`config.mk`:
```
export PLATFORM = sky130hd
export DESIGN_NAME = program_loader
export DESIGN_NICKNAME = d
export VERILOG_FILES = /design/src/rtl/program_loader.sv
export SDC_FILE = /design/constraint.sdc
export NUM_CORES = 1
export LEC_CHECK = 0
export CORE_MARGIN = 1
export CORE_UTILIZATION = 41
export CTS_BUF_LIST = sky130_fd_sc_hd__clkbuf_4
export CTS_CLUSTER_DIAMETER = 80
export CTS_CLUSTER_SIZE = 30
export DETAILED_ROUTE_END_ITERATION = 6
export GPL_TIMING_DRIVEN = 0
export PLACE_DENSITY = 0.68
export SETUP_SLACK_MARGIN = 0.05
export SLEW_MARGIN = 10
export SYNTH_ARGS = -nofsm -noshare
export SYNTH_HDL_FRONTEND = slang
export SYNTH_SLANG_ARGS = --single-unit
```
`constraint.sdc`:
```
create_clock -name i_clock -period 2.1 [get_ports i_clock]
set_clock_uncertainty 0.15 [all_clocks]
set_input_delay 0.21 -clock i_clock [delete_from_list [all_inputs] [get_ports i_clock]]
set_output_delay 0.21 -clock i_clock [all_outputs]
set_load 0.02 [all_outputs]
```
`src/rtl/program_loader.sv`:
```
// rtl/program_loader.sv - byte-stream instruction memory loader; optional checksum via PROGRAM_LOADER_CHECKSUM_EN
module program_loader #(
  parameter int NB_INSTR           = 32,
  parameter int N_ADDR             = 512,
  parameter int LOG2_N_INSMEM_ADDR = 10
) (
  input  logic                          i_clock,
  input  logic                          i_reset,
  input  logic [7:0]                    i_rx_data,
  input  logic                          i_rx_valid,
  output logic                          o_rx_ready,
  output logic                          o_imem_wr_en,
  output logic [LOG2_N_INSMEM_ADDR-1:0] o_imem_addr,
  output logic [NB_INSTR-1:0]           o_imem_data,
  output logic                          o_pipe_reset,
  output logic                          o_pipe_valid,
  output logic                          o_done,
  output logic                          o_error
);

  localparam logic [LOG2_N_INSMEM_ADDR-1:0] LAST_ADDR = LOG2_N_INSMEM_ADDR'(N_ADDR - 1);
  localparam logic [LOG2_N_INSMEM_ADDR-1:0] ADDR_ONE  = LOG2_N_INSMEM_ADDR'(1);

  typedef enum logic [2:0] {
    IDLE     = 3'd0,
    ASSEMBLE = 3'd1,
    WRITE    = 3'd2,
`ifdef PROGRAM_LOADER_CHECKSUM_EN
    CHECK    = 3'd3,
`endif
    RUN      = 3'd4,
    ERROR    = 3'd5
  } state_t;

  state_t               state, next_state;
  logic [1:0]           byte_cnt;
  logic [NB_INSTR-9:0]  shift_q;   // first three bytes of the word being built
  logic                 accept;
  logic                 loading;
  logic                 is_halt;
  logic                 ready_next;
`ifdef PROGRAM_LOADER_CHECKSUM_EN
  logic [7:0]           checksum;
`endif

  // Next-state decode: byte acceptance, word completion and post-write routing
  always_comb begin
    next_state = state;
    accept     = i_rx_valid && o_rx_ready;
    loading    = (state == IDLE) || (state == ASSEMBLE);
    is_halt    = (o_imem_data == '1);
    case (state)
      IDLE:     if (accept) next_state = ASSEMBLE;
      ASSEMBLE: if (accept && byte_cnt == 2'd3) next_state = WRITE;
      WRITE: begin
        if (is_halt) begin
`ifdef PROGRAM_LOADER_CHECKSUM_EN
          next_state = CHECK;
`else
          next_state = RUN;
`endif
        end else if (o_imem_addr == LAST_ADDR) begin
          next_state = ERROR;
        end else begin
          next_state = IDLE;
        end
      end
`ifdef PROGRAM_LOADER_CHECKSUM_EN
      CHECK:    if (accept) next_state = (i_rx_data == checksum) ? RUN : ERROR;
`endif
      RUN:      next_state = RUN;
      ERROR:    next_state = ERROR;
      default:  next_state = IDLE;
    endcase
    ready_next = (next_state == IDLE) || (next_state == ASSEMBLE);
`ifdef PROGRAM_LOADER_CHECKSUM_EN
    if (next_state == CHECK) ready_next = 1'b1;
`endif
  end

  // State, datapath and registered outputs; outputs follow next_state so they are valid on state entry
  always_ff @(posedge i_clock or posedge i_reset) begin
    if (i_reset) begin
      state        <= IDLE;
      byte_cnt     <= 2'd0;
      shift_q      <= '0;
      o_imem_addr  <= '0;
      o_imem_data  <= '0;
      o_imem_wr_en <= 1'b0;
      o_rx_ready   <= 1'b0;
      o_pipe_reset <= 1'b1;
      o_pipe_valid <= 1'b0;
      o_done       <= 1'b0;
      o_error      <= 1'b0;
`ifdef PROGRAM_LOADER_CHECKSUM_EN
      checksum     <= 8'd0;
`endif
    end else begin
      state        <= next_state;
      o_imem_wr_en <= (next_state == WRITE);
      o_rx_ready   <= ready_next;
      o_pipe_reset <= (next_state != RUN);
      o_pipe_valid <= (next_state == RUN);
      o_done       <= (next_state == RUN);
      o_error      <= (next_state == ERROR);
      if (accept && loading) begin
        shift_q  <= {shift_q[NB_INSTR-17:0], i_rx_data};
        byte_cnt <= byte_cnt + 2'd1;
        if (byte_cnt == 2'd3) o_imem_data <= {shift_q, i_rx_data};
`ifdef PROGRAM_LOADER_CHECKSUM_EN
        checksum <= checksum ^ i_rx_data;
`endif
      end
      if (state == WRITE && !is_halt) o_imem_addr <= o_imem_addr + ADDR_ONE;
    end
  end

endmodule

```
==> impl_metrics.ini, run 1 <==
[placed_design]
dp_hpwl_mm = 3.98
io_buffers = 58
place_area_um2 = 3760
gp_congestion = 0.747
dpl.cell_count = 360

[clock_tree]
clk_pin_slew_ns = 0.12
h-tree-depth = 3
clock-root-buffer = clkbuf_4
cts_buffers = 9
clockBufferDepth = 2
numClockSinks = 76
clk_latency_ns = 0.41
tritoncts = built

[critical_path]
endpoint_kind = flip-flop
arrival_ns = 2.02
cp_num_buf_inv = 1
path_cells = nand4_1 > nor4_2 > a21oi_1 > buf_6 > mux2_4
cp-start-kind = flip-flop
max_stage_delay_ns = 0.42
crit_type = reg -> reg
cpMaxStageDelayCell = dfrtp_1
critical_path.top_delay_family = simple AND/OR/NAND/NOR gates
critical_path_required_ns = 2.25
critPathMaxFanout = 10

[logic_synthesis]
synth_top_cell_by_area = dfrtp_1
yosys-top-cells-area = dfrtp_1 (62%), mux2_2 (21%), xnor2_1 (2.3%), nand4_1 (2.3%), nand2_1 (1.5%)
ys_types = 27
yosysMostFrequentCell = dfrtp_1
synth_edf_count = 0
yosys-top-cells-count = dfrtp_1 (75), mux2_2 (55), nand2_1 (12)
syn_nets = 217
synth-async-reset-ratio_pct = 100
ys.flop_type = dfrtp_1
ys_warn_count = 0
syn_area_um2 = 3000
avgSynthCellArea_um2 = 14.7
syn-instance-count = 204
netlist.area_leader.share_pct = 62.5
ys_seq_area_share_pct = 63.3
synth-seq-cells = 76

[floorplanning]
die-area_um2 = 7670
initial_utilization_pct = 43.3
rows = 30
fp.coreArea_um2 = 6940
die_w_um = 87.6
ios = 59
die_y_um = 87.6

[sta]
finalMaxSlewViolations = 0
final_hold_viol_count = 0
period_share_pct = 89.1
relSlewSlack_pct = 70.8
fin_tns_setup_ns = 0
max_freq_mhz = 534
rsz0062_at_grt = no
layout_min_cycle_time_ns = 1.87
final-setup-viol-count = 0
tightest_slew_ns = 0.438

[global_routing]
grt_overflow_total = 0
grt_max_degree = 39
grt_pass1_wl_mm = 9.21
grt_pass1_vias = 1780
antenna_found_initial = 0
grt_usage_pct = 16.5

[cells_and_area]
fin_nets = 289
drive_above_1_share_pct = 31.3
syn2layout_area_growth_pct = 31.0
post-route-util_pct = 56.7
diodes = 0
final_area_um2 = 3940
final_cells = 377

[power]
vdd_drop_max_v = 0.000644
finalPower_mw = 6.06
power.density_nw_per_um2 = 1540
p_leak_nw = 1.64

[routing]
dr.pass1.iters = 4
wire_per_inst_um = 14.8
viasPerCell = 4.86
drcViolationCount = 0
routed_wl_mm = 5.58
initialDrtViolationCount = 70
ant_nets = 0
route.vias.total = 1831

[outcome]
status = finished, final reports clean

[worst_hold_path]
min_path_type = in -> reg

[flow_run]
max_cap_viol_count = 0
## where the power goes
part | switching (mW) | total, mW | internal [mW]
Combinational | 1.07 | 2.45 | 1.38
Clock | 0.501 | 0.997 | 0.496
Sequential | 0.497 | 2.62 | 2.12
## layout by cell type, fill, tap and decap left out, types with 2 or more instances in the layout
master and instances:
clkdlybuf4s50_1 58, dfrtp_1 75, nand2_1 12, nor2_1 8, mux2_1 2, xor2_1 2
clkbuf_4 10, ha_1 2, buf_4 3, xnor2_1 8, mux2_2 55, nor4_2 2
nand3_1 4, nand4_1 11, bufinv_16 2, buf_2 4, and3_1 2, clkinvlp_4 3
## path summary, 6_finish.rpt
check | slack [ns] | depth (start not counted) | endpoint | start
min in group asynchronous | 0.55 | 3 | o_imem_addr[6]$_DFFE_PP0P_ | i_reset
worst max-delay path | 0.23 | 5 | o_imem_addr[1]$_DFFE_PP0P_ | o_imem_data[15]$_DFFE_PP0P_
max in group asynchronous | 0.55 | 5 | o_imem_data[22]$_DFFE_PP0P_ | i_reset
worst max register to register | 0.23 | 5 | o_imem_addr[1]$_DFFE_PP0P_ | o_imem_data[15]$_DFFE_PP0P_
worst min register to register | 0.34 | 1 | byte_cnt[0]$_DFFE_PP0P_ | byte_cnt[0]$_DFFE_PP0P_
worst min-delay path | 0.29 | 2 | o_imem_data[6]$_DFFE_PP0P_ | i_rx_data[6]
## per-stage QoR
stage               setup slack [ns]  hold slack (ns)
finish                         0.228            0.287
global placement             -0.0224            0.316
floorplan                      0.387            0.211
CTS                            0.157            0.260
global route                   0.114            0.264
detailed placement            0.0330            0.323
## worst register-to-register path: stages (launching register included)
cell	delay, ns
dfrtp_1	0.42
nand4_1	0.17
nor4_2	0.39
a21oi_1	0.17
buf_6	0.18
mux2_4	0.29
## cell type report
class | count | area [µm²]
Sequential cell | 76 | 1900
Clock inverter | 6 | 88.8
Tap cell | 96 | 120
Timing Repair Buffer | 61 | 638
Multi-Input combinational cell | 118 | 1050
Inverter | 2 | 11.3
Fill cell | 587 | 3010
Buffer | 8 | 53.8
Clock buffer | 10 | 75.1
## cells by family (layout without fill, tap and decap cells)
group	Yosys count	count (layout)	synth area share [%]
xor gates and xnor gates	10	10	2.92
muxes	59	59	22.2
DFF	76	76	63.3
adders and majority gates	2	2	0.833
AOI/OAI and AO/OA	3	3	0.916
and+or+nand+nor	44	44	7.75
buffers and inverters	10	87	2.04
## repair_timing
item / 4_1_cts / 5_1_grt
hold endpoints to repair: 15 / 0
hold buffers: 1 / 0
setup buffers: 0 / 0
resized for setup: 0 / 1
setup endpoints to repair: 0 / 1
## flip-flops by register name, indices dropped and copies added (netlist names)
signal        cells
byte_cnt          2
o_done            1
o_error           1
o_imem_addr      10
o_imem_data      32
o_imem_wr_en      1
o_pipe_reset      1
o_rx_ready        1
shift_q          24
state             3
## metal layers
metal	vias to the layer above	global-route usage [%]	share of wire [%]	wire length (µm)
li1	871	-	-	-
met1	907	23.1	49	2730
met2	47	24.0	45	2530
met3	6	5.09	4.6	259
met4	0	6.71	1.1	63
met5	-	0	0	0
Power figures use the tool's default switching activity.
==> inputs of run 2 (changes only) <==
- CORE_MARGIN: 1 -> unset
==> results of run 2 <==
Final layout, timing and power as in run 1 (identical DEF).
==> inputs of run 3 (changes only) <==
- MAX_ROUTING_LAYER: unset -> met4
==> impl_metrics.ini, run 3 (synthesized netlist as in run 1, its figures left out) <==
[clock_tree]
h-tree-depth = 3
clockBufferDepth = 2
cts_buffers = 9
clock-root-buffer = clkbuf_4
tritoncts = built
clk_pin_slew_ns = 0.12
clk_latency_ns = 0.41
numClockSinks = 76

[power]
vdd_drop_max_v = 0.000645
p_leak_nw = 1.64
power.density_nw_per_um2 = 1540

[routing]
wire_per_inst_um = 14.8
viasPerCell = 4.87
dr.pass1.iters = 4
drcViolationCount = 0
initialDrtViolationCount = 68
route.vias.total = 1836
routed_wl_mm = 5.60
ant_nets = 0

[sta]
relSlewSlack_pct = 70.8
tightest_slew_ns = 0.438
layout_min_cycle_time_ns = 1.87
finalMaxSlewViolations = 0
final_hold_viol_count = 0
period_share_pct = 89.3
final-setup-viol-count = 0
rsz0062_at_grt = no
fin_tns_setup_ns = 0
fin_hold_ws_ns = 0.285
max_freq_mhz = 533

[cells_and_area]
reg.largest.list = o_imem_data x32, shift_q x24, o_imem_addr x10
mostFrequentLayoutCell = dfrtp_1
final_cells = 377
fin_nets = 289
diodes = 0
final_cell_mix = dfrtp_1 (75), clkdlybuf4s50_1 (58), mux2_2 (55)
syn2layout_area_growth_pct = 31.0
largest_reg_flops = 32
fillerInstances = 587
regMostFlops = o_imem_data
drive_above_1_share_pct = 31.3
post-route-util_pct = 56.7

[worst_hold_path]
min_path_type = in -> reg

[critical_path]
endpoint_kind = flip-flop
cp-start-kind = flip-flop
crit_type = reg -> reg
critPathMaxFanout = 10
arrival_ns = 2.03
critical_path_required_ns = 2.25

[global_routing]
grt_max_degree = 39
grt_pass1_wl_mm = 9.20
grt_pass1_vias = 1788
antenna_found_initial = 0
grt_overflow_total = 0
grt_usage_pct = 17.0

[flow_run]
max_cap_viol_count = 0

[floorplanning]
initial_utilization_pct = 43.3
fp.coreArea_um2 = 6940
die-area_um2 = 7670
die_y_um = 87.6
ios = 59
rows = 30
die_w_um = 87.6

[placed_design]
gp_congestion = 0.757
io_buffers = 58
dp_hpwl_mm = 3.98
dpl.cell_count = 360

[outcome]
status = finished, final reports clean
-- run 3: worst max-delay path, cell delays in order, from the launching register on --
cell,delay (ns)
dfrtp_1,0.42
nand4_1,0.17
nor4_2,0.39
a21oi_1,0.17
buf_6,0.18
mux2_4,0.29
-- run 3: path summary, 6_finish.rpt --
| check | start | endpoint | slack [ns] | depth (start not counted) |
|---|---|---|---|---|
| setup / recovery | o_imem_data[15]$_DFFE_PP0P_ | o_imem_addr[1]$_DFFE_PP0P_ | 0.23 | 5 |
| hold / removal | i_rx_data[6] | o_imem_data[6]$_DFFE_PP0P_ | 0.28 | 2 |
| setup reg to reg | o_imem_data[15]$_DFFE_PP0P_ | o_imem_addr[1]$_DFFE_PP0P_ | 0.23 | 5 |
| hold reg to reg | byte_cnt[0]$_DFFE_PP0P_ | byte_cnt[0]$_DFFE_PP0P_ | 0.34 | 1 |
| max in group asynchronous | i_reset | o_imem_addr[0]$_DFFE_PP0P_ | 0.55 | 5 |
| min in group asynchronous | i_reset | o_imem_addr[6]$_DFFE_PP0P_ | 0.54 | 3 |
-- run 3: layout make-up --
type | count | area [µm²] | area share, %
Clock buffer | 10 | 75.1 | 1.91
Buffer | 8 | 53.8 | 1.37
Sequential cell | 76 | 1900 | 48.3
Tap cell | 96 | 120 | 3.05
Timing Repair Buffer | 61 | 638 | 16.2
Multi-Input combinational cell | 118 | 1050 | 26.6
Inverter | 2 | 11.3 | 0.286
Clock inverter | 6 | 88.8 | 2.26
-- run 3: repair_timing --
action / CTS / global route
setup buffers: 0 / 0
gates resized for setup: 0 / 1
hold endpoints to repair: 15 / 0
hold buffers: 1 / 0
endpoints found under the setup margin: 0 / 1
-- run 3: power breakdown --
part	internal, mW	total (mW)	switching (mW)
clock	0.496	1.00	0.504
combinational	1.38	2.45	1.06
sequential	2.12	2.62	0.499
-- run 3: layer usage --
layer	vias to the layer above	GRT usage, %	wire length (µm)
met4	0	8.49	110
met5	-	-	0
met3	11	3.77	230
li1	871	-	-
met2	48	24.1	2510
met1	906	23.2	2740
-- run 3: metrics by stage --
stage               cell area, µm²  total power [mW]  setup slack (ns)
CTS                           3930              6.12             0.157
floorplan                     3010              4.03             0.387
global route                  3940              6.45             0.114
global placement              3710              5.04           -0.0224
finish                        3940              6.06             0.225
detailed placement            3760              5.12            0.0330
